$ cat src/rtl/reg_to_obi_master_pkg.sv
// Shared types and constants for the register-interface to OBI master bridge.
// Register-interface and OBI bus types, the default abort budget, and the
// byte-enable rule.
package reg_to_obi_master_pkg;

    // Cycles allowed in the grant phase and again in the response phase.
    localparam int unsigned REG2OBI_TIMEOUT = 255;

    typedef struct packed {
        logic        valid;
        logic        write;
        logic [31:0] addr;
        logic [31:0] wdata;
        logic [3:0]  wstrb;
    } reg_req_t;

    typedef struct packed {
        logic        ready;
        logic        error;
        logic [31:0] rdata;
    } reg_rsp_t;

    typedef struct packed {
        logic        req;
        logic        we;
        logic [3:0]  be;
        logic [31:0] addr;
        logic [31:0] wdata;
    } obi_req_t;

    typedef struct packed {
        logic        gnt;
        logic        rvalid;
        logic [31:0] rdata;
    } obi_resp_t;

    // Writes use the caller's strobes; reads always fetch the full word.
    function automatic logic [3:0] obi_be(input logic write, input logic [3:0] wstrb);
        logic [3:0] be;
        if (write) begin
            be = wstrb;
        end else begin
            be = 4'hF;
        end
        return be;
    endfunction

endpackage

$ cat src/rtl/reg_to_obi_master.sv
// Register-interface to OBI master bridge. Replays one register transaction
// at a time on OBI. A timeout forces a register-side error response if the
// slave stalls. Any abandoned OBI transfer is then drained in the background
// before the next request is accepted.
module reg_to_obi_master
    import reg_to_obi_master_pkg::*;
#(
    parameter int unsigned TIMEOUT_CYCLES = REG2OBI_TIMEOUT
) (
    input  logic      clk_i,
    input  logic      rst_i,
    input  reg_req_t  reg_req_i,
    output reg_rsp_t  reg_rsp_o,
    output obi_req_t  obi_req_o,
    input  obi_resp_t obi_resp_i,
    output logic      timeout_o
);

    localparam int unsigned TW = (TIMEOUT_CYCLES > 0) ? $clog2(TIMEOUT_CYCLES + 1) : 1;
    localparam logic [TW-1:0] TIMER_LIMIT = TW'(TIMEOUT_CYCLES);

    typedef enum logic [2:0] {
        IDLE,
        REQ,
        RESP,
        DONE,
        DRAIN_GNT,
        DRAIN_RSP
    } state_t;

    state_t        state;
    state_t        drain_next;   // IDLE when no abandoned transfer is pending
    logic [TW-1:0] timer;
    logic [TW-1:0] timer_inc;
    logic          timeout_hit;

    logic          req;
    logic          we;
    logic [3:0]    be;
    logic [31:0]   addr;
    logic [31:0]   wdata;
    logic          ready;
    logic          err;
    logic [31:0]   rdata;
    logic          timeout_pulse;

    // Saturating timer step and abort condition; a zero budget never aborts.
    always_comb begin
        timer_inc   = timer;
        timeout_hit = 1'b0;
        if (timer != {TW{1'b1}}) begin
            timer_inc = timer + TW'(1);
        end else begin
            timer_inc = timer;
        end
        if (TIMEOUT_CYCLES != 0) begin
            timeout_hit = (timer == TIMER_LIMIT);
        end else begin
            timeout_hit = 1'b0;
        end
    end

    // Transaction FSM with registered OBI request and register response.
    // A handshake in the abort cycle takes priority over the timeout.
    always_ff @(posedge clk_i) begin
        if (rst_i) begin
            state         <= IDLE;
            drain_next    <= IDLE;
            timer         <= '0;
            req           <= 1'b0;
            we            <= 1'b0;
            be            <= 4'h0;
            addr          <= 32'h0;
            wdata         <= 32'h0;
            ready         <= 1'b0;
            err           <= 1'b0;
            rdata         <= 32'h0;
            timeout_pulse <= 1'b0;
        end else begin
            ready         <= 1'b0;
            timeout_pulse <= 1'b0;
            case (state)
                IDLE: begin
                    if (reg_req_i.valid) begin
                        we    <= reg_req_i.write;
                        be    <= obi_be(reg_req_i.write, reg_req_i.wstrb);
                        addr  <= reg_req_i.addr;
                        wdata <= reg_req_i.wdata;
                        timer <= '0;
                        req   <= 1'b1;
                        state <= REQ;
                    end
                end
                REQ: begin
                    if (obi_resp_i.gnt) begin
                        req   <= 1'b0;
                        timer <= '0;
                        state <= RESP;
                    end else if (timeout_hit) begin
                        // req stays high: OBI does not allow retracting it.
                        err           <= 1'b1;
                        ready         <= 1'b1;
                        timeout_pulse <= 1'b1;
                        drain_next    <= DRAIN_GNT;
                        state         <= DONE;
                    end else begin
                        timer <= timer_inc;
                    end
                end
                RESP: begin
                    if (obi_resp_i.rvalid) begin
                        rdata <= we ? 32'h0 : obi_resp_i.rdata;
                        err   <= 1'b0;
                        ready <= 1'b1;
                        state <= DONE;
                    end else if (timeout_hit) begin
                        err           <= 1'b1;
                        ready         <= 1'b1;
                        timeout_pulse <= 1'b1;
                        drain_next    <= DRAIN_RSP;
                        state         <= DONE;
                    end else begin
                        timer <= timer_inc;
                    end
                end
                DONE: begin
                    // An abandoned transfer may already progress in this cycle.
                    drain_next <= IDLE;
                    if ((drain_next == DRAIN_GNT) && obi_resp_i.gnt) begin
                        req   <= 1'b0;
                        state <= DRAIN_RSP;
                    end else if ((drain_next == DRAIN_RSP) && obi_resp_i.rvalid) begin
                        state <= IDLE;
                    end else begin
                        state <= drain_next;
                    end
                end
                DRAIN_GNT: begin
                    if (obi_resp_i.gnt) begin
                        req   <= 1'b0;
                        state <= DRAIN_RSP;
                    end
                end
                DRAIN_RSP: begin
                    if (obi_resp_i.rvalid) begin
                        state <= IDLE;
                    end
                end
                default: begin
                    req        <= 1'b0;
                    drain_next <= IDLE;
                    state      <= IDLE;
                end
            endcase
        end
    end

    assign obi_req_o.req   = req;
    assign obi_req_o.we    = we;
    assign obi_req_o.be    = be;
    assign obi_req_o.addr  = addr;
    assign obi_req_o.wdata = wdata;

    assign reg_rsp_o.ready = ready;
    assign reg_rsp_o.error = err;
    assign reg_rsp_o.rdata = rdata;

    assign timeout_o = timeout_pulse;

endmodule

$ cat config.mk
export PLATFORM = sky130hd
export DESIGN_NAME = reg_to_obi_master
export DESIGN_NICKNAME = d
export VERILOG_FILES = /design/src/rtl/reg_to_obi_master_pkg.sv /design/src/rtl/reg_to_obi_master.sv
export SDC_FILE = /design/constraint.sdc
export NUM_CORES = 1
export LEC_CHECK = 0
export CAP_MARGIN = 10
export CORE_MARGIN = 3
export CORE_UTILIZATION = 45
export CTS_CLUSTER_SIZE = 14
export DETAILED_ROUTE_END_ITERATION = 10
export GPL_ROUTABILITY_DRIVEN = 0
export PLACE_DENSITY = 0.9
export SYNTH_ARGS = -nofsm -noshare
export SYNTH_HDL_FRONTEND = slang
export SYNTH_SLANG_ARGS = --single-unit
$ cat constraint.sdc
create_clock -name clk_i -period 4.2 [get_ports clk_i]
set_clock_uncertainty 0.15 [all_clocks]
set_input_delay 0.84 -clock clk_i [delete_from_list [all_inputs] [get_ports clk_i]]
set_output_delay 0.84 -clock clk_i [all_outputs]
set_load 0.02 [all_outputs]
==> results of run 1 <==
-- final cells by class --
cell class,count,area [um^2]
Clock buffer,18,428
Clock inverter,14,200
Fill cell,678,2520
Inverter,3,11.3
Multi-Input combinational cell,399,2040
Sequential cell,118,2360
Tap cell,133,166
Timing Repair Buffer,214,2130
-- layout by cell type, fill, tap and decap left out, types with 3 or more instances in the layout --
cell type        Yosys  routed
clkdlybuf4s50_1      0     209
o21ai_0              4       4
bufinv_16            0       4
clkbuf_16            0      16
nor3_1               7       7
clkinvlp_4           0       3
nor3b_1              5       5
and3_1               5       5
clkinv_4             0       4
a21o_1               3       3
a21oi_1            109     109
nor2_1              10      10
dfxtp_1            118     118
o21bai_1             4       4
nand2b_1             6       6
nand3_1              3       3
nand3b_1            32      32
nand2_1            174     173
buf_4                4       5
inv_1                3       3
a211oi_1             4       4
-- through the flow --
stage	total power, W	std cells	setup slack [ps]	cell area [um^2]	utilization
floorplan	0.00191	568	1880	4610	-
global placement	0.00231	867	1290	6710	0.681
detailed placement	0.00234	867	1200	6710	0.681
CTS	0.00386	899	1020	7340	0.744
global route	0.00402	899	887	7340	0.744
finish	0.00384	899	1060	7340	0.744
-- synthesized netlist by cell type, types with 5 or more instances --
cell type,n,area [um^2]
a21oi_1,109,546
nand2_1,174,653
clkbuf_1,39,146
nor2_1,10,37.5
dfxtp_1,118,2360
nand2b_1,6,37.5
nor3_1,7,35.0
nor3b_1,5,37.5
nand3b_1,32,240
and3_1,5,31.3
-- worst paths after layout --
check        startpoint             to  slack (ps)  cells after the start
max                  we  obi_req_o[68]        1060                      1
min           rdata[27]      rdata[27]         300                      2
max reg2reg    state[2]             we        1600                      5
min reg2reg   rdata[27]      rdata[27]         300                      2
-- logic make-up (layout without fill, tap and decap cells) --
logic type / count (synthesis) / in the layout / synth area share
multiplexers: 3 / 3 / 0.00705
AND/OR/NAND/NOR: 251 / 251 / 0.250
AO/OA/AOI/OAI: 143 / 143 / 0.181
buffers and inverters: 51 / 249 / 0.0458
flip-flops: 118 / 118 / 0.512
XOR/XNOR: 1 / 1 / 0.00190
adder cells (fa/ha/maj): 1 / 1 / 0.00271
-- flip-flops by register name, indices dropped and copies added (netlist names) --
signal	flops
timer	8
ready	1
timeout_o	1
we	1
drain_next	2
req	1
addr	32
rdata	32
be	4
err	1
wdata	32
state	3
-- metal layers --
metal  vias to the layer above  share of wire
met2                       215           0.50
li1                       2286              -
met4                         0          0.026
met5                         -              0
met3                        28          0.090
met1                      2176           0.39
-- where the power goes --
part	internal [W]	switching, W	total, W
Combinational	0.000445	0.000523	0.000968
Clock	0.000984	0.000532	0.00152
Sequential	0.00125	0.000101	0.00135
==> impl_metrics.tcl, run 1 <==
set metrics [dict create \
    insertion_delay_ps 510 \
    synth_area_per_cell_um2 8.12 \
    grt_use_met3 0.0912 \
    grt_max_degree 116 \
    htreeDepth 4 \
    grtUsageMet1 0.279 \
    startpoint_type "flop" \
    cts_hold_buf 0 \
    nNetsFinal 860 \
    antenna_found_initial 0 \
    via_per_inst 5.23 \
    die-area_mm2 0.0115 \
    crit_required_ps 3210 \
    cap_viol_max_count 0 \
    worstPathCellList "clkdlybuf4s50_1" \
    cts_buffer_depth 2 \
    io_buffers 210 \
    crit_slowest_cell "dfxtp_1" \
    post-route-period-util 0.748 \
    rows 36 \
    crit_family "flip-flops" \
    cts_num_sinks 118 \
    ys_ff_latch 118 \
    dp_hpwl_mm 9.45 \
    ioPinCount 211 \
    cp-end-kind "output pin" \
    initial_core_util 0.468 \
    die_x_um 107 \
    grt_pass1_vias 4639 \
    synthesis.nets 675 \
    whs_ps 302 \
    setup_viol 0 \
    core_region_area_mm2 0.00986 \
    ir_drop_mv 0.341 \
    num_antenna_cells 0 \
    period_needed_ps 3140 \
    finalSetupTns_ps 0 \
    hold_class "reg -> reg" \
    die_y_um 107 \
    grt_overflow 0 \
    detail-route-antenna-nets 0 \
    grt_util_met2 0.416 \
    yosysWarningCount 0 \
    route.detailed.drc 0 \
    wirelength_mm 14.0 \
    slew_violations 0 \
    ys.flop_type "dfxtp_1" \
    track_usage 0.247 \
    synth_cells 568 \
    slowest_delay_ps 890 \
    netlist_area_mm2 0.00461 \
    p_leak_nw 2.63 \
    critical_path_class "reg -> out" \
    hold_viol 0 \
    post_cts_buffers 0 \
    cts.clk_slew.worst_paths_ps 60 \
    cts-root-buf "clkbuf_8" \
    tightestPinTransition_ps 1140 \
    power.density_mw_per_mm2 522 \
    grt.busiest_layer "met2" \
    area_growth_pct 59.1 \
    cts_tree "yes" \
    status "finished, final reports clean" \
    cts_resized 0 \
    grt_pass1_wl_mm 22.6 \
    arrival_ps 2150 \
    drtPass1Iterations 4 \
    crit_fanout 34 \
    routedWlPerCell_um 15.6 \
    crit_buf_inv 1 \
    synthArstFlopShare 0 \
    grt_setup_unrepaired "no" \
    drive_above_1_share 0.0601 \
    synth_edf_count 0 \
    drt_iter0_drc 274 \
    fmax_ghz 0.318 \
    cts_buffers 17 \
    num_vias 4705 \
    ys_types 46 \
    slew_headroom 0.238 \
    seq_area_frac_synth 0.512 \
]
No activity file was read; power rests on OpenSTA's default activity.
==> run 2, diff against run 1 <==
--- a/config.mk
+++ b/config.mk
@@ -7,11 +7,11 @@
 export LEC_CHECK = 0
 export CAP_MARGIN = 10
 export CORE_MARGIN = 3
-export CORE_UTILIZATION = 45
+export CORE_UTILIZATION = 37
 export CTS_CLUSTER_SIZE = 14
 export DETAILED_ROUTE_END_ITERATION = 10
 export GPL_ROUTABILITY_DRIVEN = 0
-export PLACE_DENSITY = 0.9
+export PLACE_DENSITY = 0.8
 export SYNTH_ARGS = -nofsm -noshare
 export SYNTH_HDL_FRONTEND = slang
 export SYNTH_SLANG_ARGS = --single-unit
==> constraint.sdc (replaced) <==
create_clock -name clk_i -period 2.7 [get_ports clk_i]
set_clock_uncertainty 0.15 [all_clocks]
set_input_delay 0.54 -clock clk_i [delete_from_list [all_inputs] [get_ports clk_i]]
set_output_delay 0.54 -clock clk_i [all_outputs]
set_load 0.02 [all_outputs]
==> run 2 against run 1 <==
  * Final cell count rose by 5.0%
  * Design area increased by 1.6%
  * First-iteration DRC count down 23%
  * Register-to-register slack got worse by 990 ps
  * Combinational power is 63% higher
  * Global-route usage down 4.4 points
  * Hold slack got worse by 1.1 ps
  * Count of clock-buffer cells in the layout increased by 8
  * Clock power increased by 51%
  * Largest cell class unchanged
  * Largest power group unchanged
  * Highest routed layer unchanged
==> impl_metrics.tcl, run 2 (synthesis gave the netlist of run 1 again) <==
set metrics [dict create \
    dp_hpwl_mm 9.89 \
    cts_tree "yes" \
    insertion_delay_ps 400 \
    die-area_mm2 0.0138 \
    wirelength_mm 14.1 \
    cap_viol_max_count 0 \
    cts.clk_slew.worst_paths_ps 60 \
    ir_drop_mv 0.499 \
    crit_buf_inv 1 \
    period_needed_ps 2110 \
    detail-route-antenna-nets 0 \
    drtPass1Iterations 4 \
    cts_resized 0 \
    core_region_area_mm2 0.0121 \
    drive_above_1_share 0.0696 \
    num_vias 4658 \
    antenna_found_initial 0 \
    route.detailed.drc 0 \
    critical_path_class "reg -> out" \
    setup_viol 0 \
    whs_ps 301 \
    ioPinCount 211 \
    holdCritStartpoint "wdata[1]" \
    drt_iter0_drc 211 \
    mostFrequentLayoutCell "clkdlybuf4s50_1" \
    cts_num_sinks 118 \
    arrival_ps 1420 \
    place_ws_ps 345 \
    tightestPinTransition_ps 481 \
    via_per_inst 4.93 \
    post-route-period-util 0.781 \
    routedWlPerCell_um 14.9 \
    track_usage 0.203 \
    area_growth_pct 61.7 \
    fmax_ghz 0.474 \
    cts_hold_buf 0 \
    finalSetupTns_ps 0 \
    die_y_um 118 \
    post_cts_buffers 0 \
    grt_pass1_wl_mm 22.9 \
    reg2reg_slack_ps 610 \
    cp-end-kind "output pin" \
    htreeDepth 4 \
    layout_setup_ws_ps 592 \
    slew_headroom 0.679 \
    cts-root-buf "clkbuf_16" \
    initial_core_util 0.381 \
    grt_setup_unrepaired "no" \
    grt_overflow 0 \
    hold_class "reg -> reg" \
    status "finished, final reports clean" \
    fillerInstances 1056 \
    reg2reg_depth 5 \
    worstHoldPathCells 2 \
    crit_family "buffers and inverters" \
    p_leak_nw 2.68 \
    slowest_delay_ps 640 \
    rows 40 \
    power.density_mw_per_mm2 797 \
    holdPathEnd "wdata[1]" \
    r2r_start "timer[0]" \
    startpoint_type "flop" \
    reg_top3 "addr: 32 flops, rdata: 32 flops, wdata: 32 flops" \
    crit_fanout 2 \
    nNetsFinal 870 \
    hold_viol 0 \
    grt_pass1_vias 4674 \
    r2r-end "timeout_o" \
    worstPathCellList "clkdlybuf4s50_1" \
    cts_buffers 17 \
    io_buffers 210 \
    slew_violations 0 \
    final_cell_mix "209 x clkdlybuf4s50_1, 173 x nand2_1, 118 x dfxtp_1" \
    crit_slowest_cell "clkdlybuf4s50_1" \
    crit_required_ps 2010 \
    num_antenna_cells 0 \
    grt_max_degree 70 \
    cts_buffer_depth 2 \
    die_x_um 118 \
]
run 2: changes by cell type in the layout (fill, tap and decap cells not counted), moves of 2 or more:
cell and change:
clkbuf_8 +5, bufinv_16 -2, clkinv_4 -4, inv_6 -2, clkbuf_1 +2, buf_4 +9
run 2: routing by layer:
metal / track usage / wire length (um) / vias to the layer above
li1: - / - / 2305
met1: 0.221 / 5500 / 2113
met2: 0.332 / 6650 / 205
met3: 0.0918 / 1470 / 35
met4: 0.108 / 470 / 0
met5: 0 / 0 / -
run 2: worst max-delay path by stage:
stage / startpoint / to / slack, ps / cells past startpoint
6_report: wdata[9] / obi_req_o[9] / 590 / 1
5_1_grt: timer[0] / timeout_o / 270 / 5
2_1_floorplan: obi_resp_i[32] / timer[2] / 680 / 5
3_5_place_dp: obi_resp_i[32] / timer[2] / 340 / 5
4_1_cts: wdata[9] / obi_req_o[9] / 550 / 1
3_3_place_gp: obi_resp_i[32] / timer[2] / 360 / 5
run 2: report_power, final:
group / switching [W] / internal (W) / total, W
registers: 0.000130 / 0.00195 / 0.00208
logic: 0.000854 / 0.000728 / 0.00158
clock network: 0.000757 / 0.00153 / 0.00229
total: 0.00174 / 0.00420 / 0.00594
run 2: stage by stage:
stage	power, W	cells	area, um^2	utilization
after floorplan	0.00298	568	4610	-
after global placement	0.00364	912	6850	0.565
after detailed placement	0.00369	912	6850	0.565
after CTS	0.00600	944	7460	0.616
after global routing	0.00622	944	7460	0.616
final	0.00594	944	7460	0.616
run 2: cell type report:
cell class	count	area, um^2	share of cell area
Tap cell	168	210	0.0282
Timing Repair Buffer	224	2220	0.297
Inverter	3	11.3	0.00151
Clock buffer	26	529	0.0709
Clock inverter	6	87.6	0.0117
Multi-Input combinational cell	399	2040	0.274
Sequential cell	118	2360	0.317
run 2: worst reg2reg max path, delay by kind of cell (launching register included):
kind	cells	cell delay (ps)
simple gates	3	850
compound gates	1	370
fa+ha+maj	1	250
flops	1	360
==> run 3, diff against run 2 <==
--- a/config.mk
+++ b/config.mk
@@ -7,11 +7,11 @@
 export LEC_CHECK = 0
 export CAP_MARGIN = 10
 export CORE_MARGIN = 3
-export CORE_UTILIZATION = 37
+export CORE_UTILIZATION = 41
 export CTS_CLUSTER_SIZE = 14
 export DETAILED_ROUTE_END_ITERATION = 10
 export GPL_ROUTABILITY_DRIVEN = 0
-export PLACE_DENSITY = 0.8
+export PLACE_DENSITY = 0.83
 export SYNTH_ARGS = -nofsm -noshare
 export SYNTH_HDL_FRONTEND = slang
 export SYNTH_SLANG_ARGS = --single-unit
==> constraint.sdc (replaced) <==
create_clock -name clk_i -period 2.05 [get_ports clk_i]
set_clock_uncertainty 0.15 [all_clocks]
set_input_delay 0.41 -clock clk_i [delete_from_list [all_inputs] [get_ports clk_i]]
set_output_delay 0.41 -clock clk_i [all_outputs]
set_load 0.02 [all_outputs]
==> run 3 against run 2 <==
  * Setup slack worse by 510 ps
  * Register-to-register slack worse by 520 ps
  * Sequential share of layout area down 0.19 points
  * Via count up 2.9%
  * Count of clock-buffer cells in the layout down 3
  * Clock power up 24%
  * Routed wire length down 1.3%
  * Combinational power up 38%
  * First-iteration DRC count up 29%
  * Final cell count down 2.0%
  * Largest power group unchanged
  * Highest routed layer unchanged
==> impl_metrics.tcl, run 3 (synthesis gave the netlist of run 1 again) <==
set metrics [dict create \
    core_region_area_mm2 0.0109 \
    cts_buffers 17 \
    power.density_mw_per_mm2 1030 \
    ir_drop_mv 0.665 \
    crit_required_ps 1490 \
    worstPathCellList "clkdlybuf4s50_1" \
    fillerInstances 851 \
    reg2reg_slack_ps 90 \
    hold_class "reg -> reg" \
    ioPinCount 211 \
    finalSetupTns_ps 0 \
    p_leak_nw 2.74 \
    via_per_inst 5.18 \
    rows 38 \
    htreeDepth 4 \
    cap_viol_max_count 0 \
    antenna_found_initial 0 \
    crit_buf_inv 1 \
    grt_overflow 0 \
    reg_top3 "addr: 32 flops, rdata: 32 flops, wdata: 32 flops" \
    initial_core_util 0.422 \
    slew_violations 0 \
    pwr-share-seq 0.351 \
    place_ws_ps -160 \
    fmax_ghz 0.508 \
    crit_family "buffers and inverters" \
    reg2reg_depth 6 \
    switching_share 0.296 \
    nNetsFinal 879 \
    slew_headroom 0.687 \
    die-area_mm2 0.0126 \
    regArea_mm2 0.00236 \
    period_needed_ps 1970 \
    dp_hpwl_mm 9.73 \
    detail-route-antenna-nets 0 \
    p_clk_frac 0.368 \
    multiInputGateArea_mm2 0.00205 \
    slowest_delay_ps 640 \
    grt_pass1_vias 4794 \
    p_int_w 0.00546 \
    holdCritStartpoint "rdata[9]" \
    holdPathEnd "rdata[9]" \
    r2r_start "timer[0]" \
    worstHoldPathCells 2 \
    hold_viol 0 \
    startpoint_type "flop" \
    num_antenna_cells 0 \
    routedWlPerCell_um 15.0 \
    insertion_delay_ps 400 \
    critPathLaunch "req" \
    p_sw_w 0.00229 \
    drt_iter0_drc 272 \
    cts-root-buf "clkbuf_16" \
    layout_setup_ws_ps 80.2 \
    tightestPinTransition_ps 470 \
    drtPass1Iterations 5 \
    drive_above_1_share 0.0790 \
    num_vias 4795 \
    cts_tree "yes" \
    setup_viol 0 \
    die_x_um 112 \
    grt_max_degree 64 \
    critical_path_class "reg -> out" \
    cts.clk_slew.worst_paths_ps 50 \
    post-route-period-util 0.961 \
    cts_num_sinks 118 \
    arrival_ps 1410 \
    cts_resized 0 \
    status "finished, final reports clean" \
    r2r-end "timer[5]" \
    cts_buffer_depth 2 \
    io_buffers 210 \
    final_cell_mix "209 x clkdlybuf4s50_1, 173 x nand2_1, 118 x dfxtp_1" \
    cp-end-kind "output pin" \
    mostFrequentLayoutCell "clkdlybuf4s50_1" \
    grt_setup_unrepaired "no" \
    crit_slowest_cell "clkdlybuf4s50_1" \
    wirelength_mm 13.9 \
    crit_fanout 4 \
    utilization 0.686 \
    grt_pass1_wl_mm 22.6 \
    combinationalPowerShare 0.282 \
    cts_hold_buf 0 \
    track_usage 0.220 \
    post_cts_buffers 0 \
    route.detailed.drc 0 \
    area_growth_pct 62.7 \
    die_y_um 112 \
]
-- run 3: cell types whose count changed in the layout (fill, tap and decap cells not counted) --
cell        change
clkinvlp_4      -1
clkbuf_1        +1
buf_12          +4
clkbuf_8        -4
clkinv_2        +4
a2111oi_0       -1
a2111oi_1       +1
buf_4           +5
-- run 3: worst register-to-register path: stages, from the launching register on --
cell	delay, ps
dfxtp_1	330
ha_1	250
and4_1	270
and2_0	170
buf_4	160
o311ai_0	380
nand2_1	100
-- run 3: layout make-up --
type / count / area share
timing repair buffer: 233 / 0.311
inverter: 3 / 0.00150
sequential: 118 / 0.315
multi-input combinational: 399 / 0.272
clock inverter: 9 / 0.0133
clock buffer: 23 / 0.0637
tap: 140 / 0.0233
-- run 3: routing by layer --
metal	GRT usage	wire length, um
met5	0	0
met3	0.0755	1160
met2	0.382	7080
met4	0.103	280
met1	0.240	5400
-- run 3: worst max path at each step --
| stage | cells after the start | slack, ps | endpoint |
|---|---|---|---|
| final | 1 | 80 | obi_req_o[69] |
| after global routing | 6 | 10 | timer[2] |
| after CTS | 1 | 50 | obi_req_o[69] |
| after global placement | 5 | -150 | timer[2] |
| after floorplan | 5 | 160 | timer[2] |
| after detailed placement | 5 | -160 | timer[2] |
-- run 3: metrics by stage --
stage,hold slack (ps),std cells,power (W),area (um^2)
2_1_floorplan,303,568,0.00392,4610
3_3_place_gp,287,893,0.00488,6930
3_5_place_dp,293,893,0.00494,6930
4_1_cts,286,925,0.00783,7510
5_1_grt,315,925,0.00812,7510
6_report,296,925,0.00776,7510
-- run 3: power by group through the flow --
stage	clock (W)	combinational, W	sequential (W)
floorplan	0	0.000900	0.00302
global placement	0	0.00213	0.00275
detailed placement	0	0.00218	0.00276
CTS	0.00292	0.00219	0.00272
global route	0.00301	0.00236	0.00276
finish	0.00285	0.00218	0.00272
